### config.mk
export PLATFORM = sky130hd
export DESIGN_NAME = fetch_stage
export DESIGN_NICKNAME = d
export VERILOG_FILES = /design/src/rtl/cpu_types_pkg.sv /design/src/rtl/pipe_ifid.sv /design/src/rtl/fetch_stage.sv
export SDC_FILE = /design/constraint.sdc
export NUM_CORES = 1
export LEC_CHECK = 0
export BUFFER_PORTS_ARGS = -buffer_cell sky130_fd_sc_hd__buf_2
export CAP_MARGIN = 40
export CORE_ASPECT_RATIO = 0.75
export CORE_MARGIN = 3
export CORE_UTILIZATION = 51
export CTS_CLUSTER_SIZE = 40
export DETAILED_ROUTE_END_ITERATION = 8
export PLACE_DENSITY = 0.91
export SYNTH_ARGS = -nofsm -noshare
export SYNTH_HDL_FRONTEND = slang
export SYNTH_SLANG_ARGS = --single-unit
export TNS_END_PERCENT = 30
### constraint.sdc
create_clock -name CLK -period 3 [get_ports CLK]
set_clock_uncertainty 0.15 [all_clocks]
set_input_delay 0.3 -clock CLK [delete_from_list [all_inputs] [get_ports CLK]]
set_output_delay 0.3 -clock CLK [all_outputs]
set_load 0.05 [all_outputs]
### src/rtl/cpu_types_pkg.sv
// Shared datapath types: instruction fields, fetch FSM states and the IF/ID latch layout.
package cpu_types_pkg;
    localparam int WORD_W = 32;
    localparam int OP_W   = 6;
    localparam int FUNC_W = 6;

    typedef logic [WORD_W-1:0] word_t;

    typedef enum logic [OP_W-1:0] {
        RTYPE = 6'h00,
        J     = 6'h02,
        JAL   = 6'h03,
        BEQ   = 6'h04,
        BNE   = 6'h05,
        ADDI  = 6'h08,
        HALT  = 6'h3F
    } opcode_t;

    typedef enum logic [FUNC_W-1:0] {
        SLL = 6'h00,
        SRL = 6'h02,
        JR  = 6'h08,
        ADD = 6'h20,
        SUB = 6'h22
    } funct_t;

    typedef enum logic [1:0] {
        FETCH,
        DROP,
        HALTED
    } fetch_state_t;

    typedef struct packed {
        logic  valid;
        word_t instr;
        word_t pc;
        word_t npc;
    } ifid_t;

    localparam word_t ALIGN_MASK = 32'hFFFF_FFFC;

    // Redirect targets are word addresses; low two bits are never honoured.
    function automatic word_t align(input word_t a);
        return a & ALIGN_MASK;
    endfunction
endpackage

### src/rtl/pipe_ifid.sv
// IF/ID pipeline latch: flush loads a bubble (all zero) and beats en; en=0 holds.
module pipe_ifid
    import cpu_types_pkg::*;
(
    input  logic  CLK,
    input  logic  nRST,
    input  logic  en,
    input  logic  flush,
    input  ifid_t d,
    output ifid_t q
);
    ifid_t r_q;

    always_ff @(posedge CLK or negedge nRST) begin
        if (!nRST)
            r_q <= '0;
        else if (flush)
            r_q <= '0;
        else if (en)
            r_q <= d;
    end

    assign q = r_q;
endmodule

### src/rtl/fetch_stage.sv
// Instruction fetch: owns the PC, drives the icache read and loads IF/ID.
// A redirect that lands on a pending miss is parked in r_redir until the stale access completes.
module fetch_stage
    import cpu_types_pkg::*;
#(
    parameter word_t PC_INIT = 32'h0000_0000
) (
    input  logic    CLK,
    input  logic    nRST,
    input  logic    ihit,
    input  word_t   imemload,
    input  logic    hazard,
    input  logic    branch,
    input  logic    jump,
    input  word_t   branch_target,
    input  word_t   jump_target,
    input  logic    halt,
    output logic    imemREN,
    output word_t   imemaddr,
    output logic    ifid_valid,
    output word_t   ifid_instr,
    output word_t   ifid_pc,
    output word_t   ifid_npc,
    output opcode_t instrOp,
    output funct_t  instrFunc
);
    fetch_state_t r_state, w_state_nxt;
    word_t        r_pc, w_pc_nxt;
    word_t        r_redir, w_redir_nxt;
    word_t        w_pc_inc;
    word_t        w_target;
    logic         w_redirect;
    logic         w_ifid_en;
    logic         w_ifid_flush;
    ifid_t        w_ifid_d;
    ifid_t        w_ifid_q;

    assign w_pc_inc   = r_pc + 32'd4;
    assign w_redirect = jump | branch;
    assign w_target   = align(jump ? jump_target : branch_target);

    always_ff @(posedge CLK or negedge nRST) begin
        if (!nRST) begin
            r_state <= FETCH;
            r_pc    <= PC_INIT;
            r_redir <= '0;
        end else begin
            r_state <= w_state_nxt;
            r_pc    <= w_pc_nxt;
            r_redir <= w_redir_nxt;
        end
    end

    always_comb begin
        w_state_nxt  = r_state;
        w_pc_nxt     = r_pc;
        w_redir_nxt  = r_redir;
        w_ifid_en    = 1'b0;
        w_ifid_flush = 1'b0;
        case (r_state)
            FETCH: begin
                if (halt) begin
                    w_state_nxt  = HALTED;
                    w_ifid_flush = 1'b1;
                end else if (w_redirect) begin
                    w_ifid_flush = 1'b1;
                    if (ihit) begin
                        w_pc_nxt = w_target;
                    end else begin
                        w_redir_nxt = w_target;
                        w_state_nxt = DROP;
                    end
                end else if (hazard) begin
                    // Hold PC and IF/ID; a hit this cycle is simply refetched.
                    w_ifid_en = 1'b0;
                end else if (ihit) begin
                    w_pc_nxt  = w_pc_inc;
                    w_ifid_en = 1'b1;
                end else begin
                    w_ifid_flush = 1'b1;
                end
            end
            DROP: begin
                w_ifid_flush = 1'b1;
                if (halt) begin
                    w_state_nxt = HALTED;
                end else begin
                    if (w_redirect)
                        w_redir_nxt = w_target;
                    // Stale miss finished: its data is dropped and the latest target taken.
                    if (ihit) begin
                        w_pc_nxt    = w_redirect ? w_target : r_redir;
                        w_state_nxt = FETCH;
                    end
                end
            end
            HALTED: begin
                w_ifid_flush = 1'b1;
            end
            default: begin
                w_state_nxt  = FETCH;
                w_ifid_flush = 1'b1;
            end
        endcase
    end

    assign w_ifid_d = '{valid: 1'b1, instr: imemload, pc: r_pc, npc: w_pc_inc};

    pipe_ifid u_ifid (
        .CLK   (CLK),
        .nRST  (nRST),
        .en    (w_ifid_en),
        .flush (w_ifid_flush),
        .d     (w_ifid_d),
        .q     (w_ifid_q)
    );

    // Address is a pure function of PC so the icache never sees ihit feed back.
    assign imemREN    = nRST && (r_state != HALTED);
    assign imemaddr   = r_pc;
    assign ifid_valid = w_ifid_q.valid;
    assign ifid_instr = w_ifid_q.instr;
    assign ifid_pc    = w_ifid_q.pc;
    assign ifid_npc   = w_ifid_q.npc;
    assign instrOp    = opcode_t'(w_ifid_q.instr[31:26]);
    assign instrFunc  = funct_t'(w_ifid_q.instr[5:0]);
endmodule

==> impl_metrics.tcl <==
set metrics [dict create \
    holdCritStartpoint "branch_target[17]" \
    start_kind "input pin" \
    power.density_nw_per_um2 560.9 \
    std_cell_rows 38 \
    slew_viol_final 0 \
    tritoncts "yes" \
    hpwl_mm 16.58 \
    p_int_mw 3.882 \
    ant_nets 0 \
    synth-xor-area-share_pct 2.829 \
    tightest_slew_ps 877.5 \
    synthFlopType "dfrtp_1" \
    ys_seq_area_share_pct 52.06 \
    synth_fa_ha_area_share_pct 0.1617 \
    final_nets 1126 \
    arrival_ps 2700 \
    syn2layout_area_growth_pct 29.98 \
    hold_path.class "in -> reg" \
    finalPower_mw 5.642 \
    required_ps 3150 \
    initial_core_util_pct 52.85 \
    yosysUniqueCellTypes 60 \
    first_pass_iters 5 \
    synth_compound_area_share_pct 22.60 \
    hold_viol 0 \
    numClockSinks 161 \
    io-pin-count 245 \
    die_h_um 112.7 \
    netlist_instances 773 \
    path_class "in -> reg" \
    critical-path-slowest-cell "or3b_2" \
    p_comb_share_pct 16.6 \
    drive_gt1_share_pct 31.11 \
    max_slew_margin_pct 41.50 \
    final_area_um2 10060 \
    dp_cells 1168 \
    gr-total-overflow 0 \
    p_switching_mw 1.760 \
    synth_top_family_by_area "compound AO/OA/AOI/OAI gates" \
    reg2reg_depth 6 \
    htreeDepth 4 \
    cp_cell_sequence "dlygate4sd3_1 -> buf_2 -> or3b_2 -> a21o_1 -> buf_4 -> a221oi_1 -> o22ai_1" \
    status "completed" \
    cts.clk_slew.worst_paths_ps 70 \
    grt_max_degree 162 \
    grt_pass1_vias 6996 \
    finalSetupViolCount 0 \
    cpPeakStageDelay_ps 570 \
    regToRegSetupSlack_ps 510 \
    grt_pass1_wl_mm 37.64 \
    gp_congestion 0.9046 \
    cts_resized 0 \
    num_antenna_cells 0 \
    grt_antenna_before_repair 2 \
    core_um2 14640 \
    synth-warning-count 0 \
    syn_area_um2 7739 \
    drt_wl_total_mm 23.80 \
    fin_crit_ps 2543 \
    die_w_um 148.2 \
    power_leakage_nw 5.068 \
    vias_per_cell 5.887 \
    clock_path_buffers 2 \
    placed_area_um2 9115 \
    wl_per_cell_um 19.27 \
    hold-path-cell-count 3 \
    final.setup.tns_ps 0 \
    reg2reg_to "imemaddr[24]" \
    synth_area_per_cell_um2 10.01 \
    fin_cells 1235 \
    sw_frac_of_total_pct 31.19 \
    power.share.sequential_pct 44.5 \
    rsz0062_at_grt "false" \
    synth_edf_count 0 \
    drv_cap 0 \
    clk_latency_ps 420 \
    die-area_um2 16700 \
    synthArstFlopShare_pct 100.0 \
    io_buffers 240 \
    pwr-share-clk_pct 38.9 \
    grt_usage_pct 28.43 \
    critical_path.max_fanout 22 \
    synthSimpleGateAreaFrac_pct 13.94 \
    end_kind "flip-flop" \
    drtIter0Drc 770 \
    rr_startpoint "imemaddr[2]" \
    max_freq_mhz 393.2 \
    cts-buffers-inserted 17 \
    yosys-mux-area-fraction_pct 3.137 \
    whs_endpoint "r_redir[17]" \
    peakVddDrop_mv 0.3873 \
    cts_root_buf "clkbuf_16" \
    fin_crit_sh_pct 84.77 \
    via_count 7271 \
    synth_nets 877 \
    drc 0 \
    num-fill-cells 1081 \
    yosys_register_bits 161 \
]
placed cells by master (no fill, tap or decap), drive strengths merged, types with 14 or more instances in the layout:
cell,synthesis,layout
nor3,14,14
inv,12,17
a21oi,22,22
nand2,98,98
dlygate4sd3,0,35
nand3,20,20
mux2i,22,22
buf,32,270
a22o,65,65
o21ai,92,92
xnor2,17,17
dfrtp,161,161
nor2,39,39
clkbuf,43,18
logic make-up (layout without fill, tap and decap cells):
kind of cell               Yosys count  in the layout
xor gates and xnor gates            25             25
AOI/OAI and AO/OA                  253            253
buffers and inverters               88            350
DFF                                161            161
and+or+nand+nor                    221            221
muxes                               24             24
adders and majority gates            1              1
cells in the mapped netlist (2+ instances only):
| cell | n | area [µm²] |
|---|---|---|
| nor4_1 | 6 | 37.54 |
| a21o_1 | 2 | 15.01 |
| or3_1 | 4 | 25.02 |
| a31oi_1 | 6 | 37.54 |
| o221ai_1 | 2 | 17.52 |
| a32oi_1 | 2 | 17.52 |
| mux2_2 | 2 | 22.52 |
| buf_2 | 14 | 70.07 |
| o31ai_1 | 2 | 15.01 |
| a22o_1 | 65 | 569.3 |
| and3_1 | 4 | 25.02 |
| buf_1 | 3 | 11.26 |
| a221oi_2 | 2 | 30.03 |
| nor2b_1 | 5 | 31.28 |
| nand4_1 | 8 | 50.05 |
| nand3_1 | 20 | 100.1 |
| dfrtp_1 | 161 | 4029 |
| xnor2_1 | 17 | 148.9 |
| nand2b_1 | 3 | 18.77 |
| nor2_1 | 39 | 146.4 |
| inv_1 | 12 | 45.04 |
| mux2i_1 | 22 | 220.2 |
| and2_1 | 8 | 50.05 |
| a21boi_0 | 12 | 90.09 |
| buf_4 | 14 | 105.1 |
| o2bb2ai_1 | 4 | 35.03 |
| nand2_1 | 98 | 367.9 |
| nor3_1 | 9 | 45.04 |
| a21oi_1 | 22 | 110.1 |
| o21a_1 | 2 | 15.01 |
| o211ai_1 | 7 | 52.55 |
| clkbuf_1 | 43 | 161.4 |
| a221oi_1 | 8 | 70.07 |
| a221o_1 | 6 | 60.06 |
| o22ai_1 | 3 | 18.77 |
| o21ai_1 | 6 | 30.03 |
| o311ai_0 | 3 | 26.28 |
| o21ai_0 | 86 | 430.4 |
| nor3_2 | 5 | 50.05 |
| o22a_1 | 2 | 17.52 |
| a22oi_1 | 5 | 37.54 |
| o31a_1 | 4 | 35.03 |
| xor2_1 | 8 | 70.07 |
power groups by stage:
| stage | Clock [mW] | Sequential, mW | Combinational [mW] |
|---|---|---|---|
| 3_3_place_gp | 0 | 2.53 | 0.865 |
| 3_5_place_dp | 0 | 2.54 | 0.890 |
| 5_1_grt | 2.31 | 2.53 | 1.00 |
| 2_1_floorplan | 0 | 2.73 | 0.330 |
| 6_report | 2.19 | 2.51 | 0.935 |
| 4_1_cts | 2.21 | 2.50 | 0.929 |
registers in the layout (all words and copies together) (netlist names):
register / flops
imemaddr: 32
r_redir: 32
r_state: 2
u_ifid.q: 95
stage by stage:
stage | hold slack (ps) | util [%] | worst slack [ps]
after floorplan | -145.6 | - | 482.5
after global placement | 304.0 | 62.24 | 618.2
after detailed placement | 306.6 | 62.24 | 551.2
after CTS | 24.90 | 68.69 | 474.7
after global routing | 40.00 | 68.69 | 334.4
final | 28.29 | 68.69 | 456.9
cell type report:
cell class | count | area (µm²) | area share, %
clock buffer | 18 | 439.2 | 4.366
clock inverter | 14 | 153.9 | 1.530
inverter | 13 | 48.80 | 0.4851
multi-input combinational | 524 | 3317 | 32.98
sequential | 161 | 4029 | 40.05
tap | 200 | 250.2 | 2.488
timing repair buffer | 305 | 1821 | 18.10
repair_timing:
action,in CTS,in global routing
hold buffers,35,0
setup buffers,0,0
endpoints found under the hold margin,194,0
routing by layer:
| layer | vias up | routed length (µm) | global-route usage (%) |
|---|---|---|---|
| li1 | 3294 | - | - |
| met1 | 3425 | 10090 | 41.20 |
| met2 | 483 | 10510 | 41.47 |
| met3 | 65 | 2590 | 8.111 |
| met4 | 4 | 585 | 9.415 |
| met5 | - | 27 | 0 |
how the worst max path moves through the flow:
stage	from	endpoint	slack, ps	cells past startpoint
2_1_floorplan	imemaddr[10]	imemaddr[22]	480	6
3_3_place_gp	imemaddr[2]	imemaddr[24]	620	6
5_1_grt	halt	imemaddr[8]	330	7
6_report	halt	imemaddr[8]	460	7
4_1_cts	halt	imemaddr[8]	470	7
3_5_place_dp	imemaddr[2]	imemaddr[24]	550	6
worst max-delay path: cells and delay by family:
family / cells / cell delay (ps)
and+or+nand+nor: 1 / 570
AOI/OAI and AO/OA: 3 / 810
buffers and inverters: 3 / 1000
Power figures use the tool's default switching activity.
